==> src/rtl/if_stage.sv <==
// ---------------------------------------------------------------------------
// if_stage -- instruction-fetch front end (pre-IF + IF) of the five-stage
// LoongArch pipeline.
//
// Pre-IF computes nextpc and raises a fetch request on the SRAM-like
// instruction port. IF tracks the single accepted fetch and returns the
// instruction to decode. A taken-branch cancel from decode redirects fetch
// and discards any fetch that the redirect made stale.
//
// Ports
//   clk, resetn              clock, asynchronous active-low reset
//   ID_allowin               decode can accept an instruction this cycle
//   BR_BUS[33:0]             {br_target[31:0], br_taken, br_taken_cancel}
//   IF_to_ID_valid           IF_to_ID_BUS carries a valid instruction
//   IF_to_ID_BUS[63:0]       {if_pc[31:0], if_inst[31:0]}
//   inst_sram_req            fetch request (handshake = req && addr_ok)
//   inst_sram_wr/size/wstrb/wdata   constant read-word attributes
//   inst_sram_addr[31:0]     fetch address (nextpc)
//   inst_sram_addr_ok        request accepted
//   inst_sram_data_ok        read data returned, in request order
//   inst_sram_rdata[31:0]    instruction word
// ---------------------------------------------------------------------------
module if_stage #(
    parameter logic [31:0] RESET_PC = 32'h1c000000
) (
    input  logic        clk,
    input  logic        resetn,
    input  logic        ID_allowin,
    input  logic [33:0] BR_BUS,
    output logic        IF_to_ID_valid,
    output logic [63:0] IF_to_ID_BUS,
    output logic        inst_sram_req,
    output logic        inst_sram_wr,
    output logic [1:0]  inst_sram_size,
    output logic [3:0]  inst_sram_wstrb,
    output logic [31:0] inst_sram_addr,
    output logic [31:0] inst_sram_wdata,
    input  logic        inst_sram_addr_ok,
    input  logic        inst_sram_data_ok,
    input  logic [31:0] inst_sram_rdata
);

    logic [31:0] br_target;
    logic        br_cancel;
    logic        unused_br_taken;

    logic        started;
    logic [31:0] pc_p1;
    logic        if_vld_p1;
    logic [31:0] inst_buf_p1;
    logic        inst_buf_vld_p1;
    logic [31:0] br_buf_p0;
    logic        br_buf_vld_p0;
    logic [1:0]  discard_cnt;

    logic        handshake;
    logic        if_data_ok;
    logic        drop_data;
    logic        if_ready_go;
    logic        if_allowin;
    logic        handoff;
    logic        wait_cancel;
    logic [31:0] nextpc;

    assign br_target       = BR_BUS[33:2];
    assign unused_br_taken = BR_BUS[1];
    assign br_cancel       = BR_BUS[0];

    // ---- pre-IF: next PC and request -------------------------------------
    // A buffered redirect outranks a fresh one: it was raised while the
    // request port was stalled and must be the next accepted address.
    always_comb begin
        nextpc = pc_p1 + 32'd4;
        if (br_buf_vld_p0) begin
            nextpc = br_buf_p0;
        end else if (br_cancel) begin
            nextpc = br_target;
        end
    end

    assign handshake = inst_sram_req && inst_sram_addr_ok;

    // Returned data belongs to IF only when no stale fetch is ahead of it.
    assign if_data_ok  = inst_sram_data_ok && (discard_cnt == 2'd0);
    assign drop_data   = inst_sram_data_ok && (discard_cnt != 2'd0);
    assign if_ready_go = (inst_sram_data_ok || inst_buf_vld_p1) && (discard_cnt == 2'd0);
    assign if_allowin  = !if_vld_p1 || (if_ready_go && ID_allowin);
    assign handoff     = if_vld_p1 && if_ready_go && ID_allowin;

    // A cancel while IF still waits for its data leaves a stale response in
    // flight; it has to be counted so it can be dropped when it arrives.
    assign wait_cancel = br_cancel && if_vld_p1 && !inst_buf_vld_p1 && !if_data_ok;

    assign inst_sram_req   = started && if_allowin;
    assign inst_sram_addr  = nextpc;
    assign inst_sram_wr    = 1'b0;
    assign inst_sram_size  = 2'b10;
    assign inst_sram_wstrb = 4'h0;
    assign inst_sram_wdata = 32'h0;

    // ---- IF: outstanding fetch, instruction buffer, hand-off to ID -------
    assign IF_to_ID_valid = if_vld_p1 && if_ready_go;
    assign IF_to_ID_BUS   = {pc_p1, inst_buf_vld_p1 ? inst_buf_p1 : inst_sram_rdata};

    always_ff @(posedge clk or negedge resetn) begin
        if (!resetn) begin
            started         <= 1'b0;
            pc_p1           <= RESET_PC - 32'd4;
            if_vld_p1       <= 1'b0;
            inst_buf_p1     <= 32'h0;
            inst_buf_vld_p1 <= 1'b0;
            br_buf_p0       <= 32'h0;
            br_buf_vld_p0   <= 1'b0;
            discard_cnt     <= 2'd0;
        end else begin
            started <= 1'b1;

            if (handshake) begin
                pc_p1 <= nextpc;
            end

            // A handshake in the cancel cycle already targets the new path.
            if (handshake) begin
                if_vld_p1 <= 1'b1;
            end else if (br_cancel || handoff) begin
                if_vld_p1 <= 1'b0;
            end

            if (br_cancel || handoff) begin
                inst_buf_vld_p1 <= 1'b0;
            end else if (if_vld_p1 && if_data_ok && !ID_allowin) begin
                inst_buf_vld_p1 <= 1'b1;
                inst_buf_p1     <= inst_sram_rdata;
            end

            if (handshake) begin
                br_buf_vld_p0 <= 1'b0;
            end else if (br_cancel) begin
                br_buf_vld_p0 <= 1'b1;
                br_buf_p0     <= br_target;
            end

            discard_cnt <= discard_cnt + {1'b0, wait_cancel} - {1'b0, drop_data};
        end
    end

endmodule

==> config.mk <==
export PLATFORM = sky130hd
export DESIGN_NAME = if_stage
export DESIGN_NICKNAME = d
export VERILOG_FILES = /design/src/rtl/if_stage.sv
export SDC_FILE = /design/constraint.sdc
export NUM_CORES = 1
export LEC_CHECK = 0
export CAP_MARGIN = 30
export CORE_MARGIN = 3
export CORE_UTILIZATION = 51
export CTS_BUF_LIST = sky130_fd_sc_hd__clkbuf_4
export CTS_CLUSTER_DIAMETER = 200
export DETAILED_ROUTE_END_ITERATION = 7
export PLACE_DENSITY = 0.95
export SLEW_MARGIN = 20
export SYNTH_ARGS = -nofsm -noshare
export SYNTH_HDL_FRONTEND = slang
export SYNTH_SLANG_ARGS = --single-unit
==> constraint.sdc <==
create_clock -name clk -period 7.1 [get_ports clk]
set_input_delay 1.775 -clock clk [delete_from_list [all_inputs] [get_ports clk]]
set_output_delay 1.775 -clock clk [all_outputs]
set_load 0.03 [all_outputs]
* Yosys cells after proc, flatten, opt, wreduce, memory -nomap -nowiden
Index checks and enable logic that the tools add are counted.
Operators by class: $add $sub $neg 3, $mul 0, divide/modulo/power cells 0, magnitude comparators 0, equality and inequality tests 0, shift operators 0, muxes and demuxes 9, bitwise operators 2, reduce and logical (&&, ||, !) cells 27
Operators with widths (count):
- 32-bit 2-to-1 mux | 3
- 32-bit by 3-bit adder with 32-bit output (second input constant) | 1
- 1-bit logical AND | 13
- 2-bit nonzero test | 4
- 1-bit 2-to-1 mux | 6
- 1-bit logical NOT | 4
- 2-bit AND reduction | 2
- 1-bit logical OR | 3
- 2-bit by 1-bit adder with 2-bit output | 1
- 2-bit logical NOT | 1
- 1-bit NOT | 2
- 2-bit by 1-bit subtractor with 2-bit output | 1
Word-level totals: register bits 102, latch bits 0, RAM bits 0, bits in read-only memories 0, logic and storage cells 49, memories kept 0

* Logic depth before layout (Yosys ltp)
depth in word-level cells 8, gate-level depth with buffers 10

* Worst setup path after synthesis
No wires, ideal clock.
path type in2out, start input BR_BUS[0], end output inst_sram_addr[14], data arrival time 3.258 ns, required time 5.325 ns, slack 2.067 ns, stages on the path 5, buffers on the path 3, cells stage by stage clkbuf_1 -> or2_2 -> clkbuf_1 -> clkbuf_1 -> o21ai_0
Between the ends: cells in the longest elaborated chain, start to end 2
Ends and longest elaborated chain:
- start, declared | line 29 | input logic [33:0] BR_BUS,
- 32-bit 2-to-1 mux | line 76 | end else if (br_cancel) begin
- 32-bit 2-to-1 mux | line 74 | if (br_buf_vld_p0) begin
- end, declared | line 36 | output logic [31:0] inst_sram_addr,
Every way passes these cells.

* Final worst setup path
start input BR_BUS[0], end output inst_sram_addr[3]
The elaborated chain is that of the path after synthesis.

==> summary.md <==
| Metric | Value |
|---|---|
| Clock Latency Late Sink | `between 0.4 and 0.5 ns` |
| Arr. time, crit path | `4.38 ns` |
| Final Hold Viols | `0` |
| Die width | `115 um` |
| Drt via density | `around 5.8` |
| Max-slew headroom | `45.1%` |
| Synthesized area | `between 6000 and 7000 um2` |
| Die area | `roughly 13,000 um2` |
| Top cells by count, synth | `mux2_2, dfrtp_1, buf_4` |
| DRC Markers | `0` |
| Top routing layer in use | `met4` |
| Clk sinks | `102` |
| Worst-path fanout max | `16` |
| Fmax | `162 MHz` |
| Detailed-route via count | `4,986` |
| Core Area | `11,500 um2` |
| Post-Syn Instances | `about 560` |
| Nets | `792` |
| P&R area growth vs syn | `29.4%` |
| Synth cell types | `59` |
| RePlAce Congestion | `0.807` |
| Largest net degree at the start of global routing | `54` |
| #FFs+latches synth | `102` |
| Iteration-0 DRC Markers | `between 300 and 400` |
| CTS clk-pin slew, worst paths | `0.15 ns` |
| Critical Path End Type | `output pin` |
| Post-route minimum period | `6.16 ns` |
| Vias in the first global route | `slightly above 5,000` |
| Ys flop type | `dfrtp_1` |
| CTS Hold Bufs | `0` |
| Most frequent cell after synthesis | `mux2_2` |
| Num rows | `39` |
| Die H | `approximately 110 um` |
| Yosys warns | `0` |
| Total CTS buffers | `9` |
| Post-cts resize count | `0` |
| Setup violators final | `0` |
| Final critical-path share of the clock period | `approximately 87%` |
| Syn Area/Cell | `roughly 11 um2` |
| Total GRT Usage | `24.9%` |
| Synth top area share | `31.5%` |
| Data required, critical path | `5.33 ns` |
| Initial Util | `between 50% and 60%` |
| Layout cells sized above 1 | `23.5%` |
| Post-synth top area cell | `dfrtp_1` |
| Worst Tran Pin Value | `0.816 ns` |
| Total iterations of the first detailed-routing run | `4` |
| Filler instances | `825` |
| Post-Route M1 WL | `roughly 6400 um` |
| H-tree depth | `3` |
| IO buf count | `about 170` |
| Antenna-violating nets left | `0` |
| Status | `completed` |
| Remaining global-route overflow | `0` |
| CTS tree | `built` |
| EDFF count, synth | `0` |
| WL met3 | `1470 um` |
| Leakage | `3.21 nW` |
| CP Launch Type | `primary input` |
| Dpl hpwl | `11,700 um` |
| CTS Buffer Depth | `2` |
| Worst clock skew | `0.0168 ns` |
| Final wirelength | `about 16,000 um` |
| Setup bufs post-CTS | `0` |
| Util after Layout | `68.1%` |
| Worst Setup Path Type | `primary input to output pin` |
| Asr flop ratio synth | `100%` |
| Maximum VDD drop | `0.225 mV` |
| RSZ-0062 raised after global routing | `false` |
| Max-cap check violation count | `0` |
| First-pass GRT wire length | `26,000 um` |
| Ports | `208` |
| WL per Instance | `about 18 um` |
| Top area cells in the synthesized netlist | `dfrtp_1, mux2_2, dfstp_2` |
| Pwr per Cell Area | `314 nW/um2` |
| Number of diodes | `0` |
| Root buf cell | `clkbuf_4` |
| Hold WC Path Type | `register to register` |
| Slew Viols, Final | `0` |
| Met2 WL | `between 7000 and 8000 um` |
| Setup_tns | `0 ns` |
| Register area share after synthesis | `42.8%` |
| Initial antenna violation count | `0` |
[report_power, final]
group          internal (W)  leakage, nW  switching, W
combinational      0.000517         1.92      0.000635
sequential         0.000794         1.21      0.000197
clock              0.000114       0.0804      0.000193
total               0.00142         3.21       0.00103
[critical path: stages]
cell             delay, ns
clkdlybuf4s50_1       0.96
buf_4                 0.28
buf_4                 0.23
mux2i_1               0.10
o21ai_0               0.28
clkdlybuf4s50_1       0.74
[through the flow]
step	hold slack (ns)	instance area, um2	worst slack (ns)	cells	total power, W
2_1_floorplan	0.465	6180	2.07	602	0.00171
3_3_place_gp	0.475	7670	1.00	850	0.00210
3_5_place_dp	0.482	7670	0.974	850	0.00215
4_1_cts	0.517	7810	0.951	866	0.00246
5_1_grt	0.537	7810	0.819	866	0.00259
6_report	0.512	7810	0.943	866	0.00245
[cell usage in the layout (no fill, tap or decap), types with 3 or more instances in the layout]
master,n
nor4_1,4
nor4_4,3
o21ai_0,23
dfstp_2,26
nand4_1,8
o31a_1,5
dfrtp_1,76
nand2_1,36
clkinv_2,4
nor2_1,16
o21ai_1,3
clkbuf_4,11
o22a_1,4
a22oi_1,11
mux2i_1,7
mux2_1,4
mux2_2,104
inv_1,11
buf_4,12
a31oi_1,5
a21oi_1,35
and3_1,4
ha_1,3
clkdlybuf4s50_1,166
conb_1,40
o22ai_1,13
xor2_1,5
nor3_1,3
xnor2_1,19
nand3_1,17
o21bai_1,3
and4_1,3
[final timing paths]
| path | to | slack [ns] | cells after the start | from |
|---|---|---|---|---|
| min in group asynchronous | inst_buf_p1[12] | 1.31 | 1 | resetn |
| hold / removal | br_buf_p0[10] | 0.51 | 1 | br_buf_p0[10] |
| max in group asynchronous | br_buf_p0[27] | 4.62 | 2 | resetn |
| setup reg to reg | pc_p1[30] | 4.61 | 6 | pc_p1[2] |
| hold reg to reg | br_buf_p0[10] | 0.51 | 1 | br_buf_p0[10] |
| setup / recovery | inst_sram_addr[3] | 0.94 | 6 | BR_BUS[0] |
[per-layer routing]
layer	vias to the layer above	global-route usage [%]
met5	-	0
met1	2434	30.6
li1	2288	-
met3	22	6.58
met2	242	40.6
met4	0	12.5
[state kept, by name (all words and copies together), names as in the netlist]
signal           flops
started              1
br_buf_vld_p0        1
inst_buf_p1         32
inst_buf_vld_p1      1
discard_cnt          2
br_buf_p0           32
if_vld_p1            1
pc_p1               32
[final cells by class]
cell class | instances | area, um2 | area share [%]
Inverter | 11 | 41.3 | 0.529
Multi-Input combinational cell | 416 | 3120 | 39.9
Timing Repair Buffer | 178 | 1750 | 22.4
Sequential cell | 102 | 2580 | 33.1
Tap cell | 143 | 179 | 2.29
Clock inverter | 5 | 50.0 | 0.641
Clock buffer | 11 | 82.6 | 1.06
[kinds of logic after synthesis]
| kind of cell | count (synthesis) | synth area share (%) |
|---|---|---|
| adders and majority gates | 3 | 0.622 |
| xor gates and xnor gates | 24 | 3.48 |
| and+or+nand+nor | 115 | 11.4 |
| muxes | 115 | 21.3 |
| other | 2 | 0.124 |
| buffers and inverters | 84 | 7.88 |
| AOI/OAI and AO/OA | 119 | 12.4 |
| DFF | 102 | 42.8 |
(Power assumes the default switching activity.)
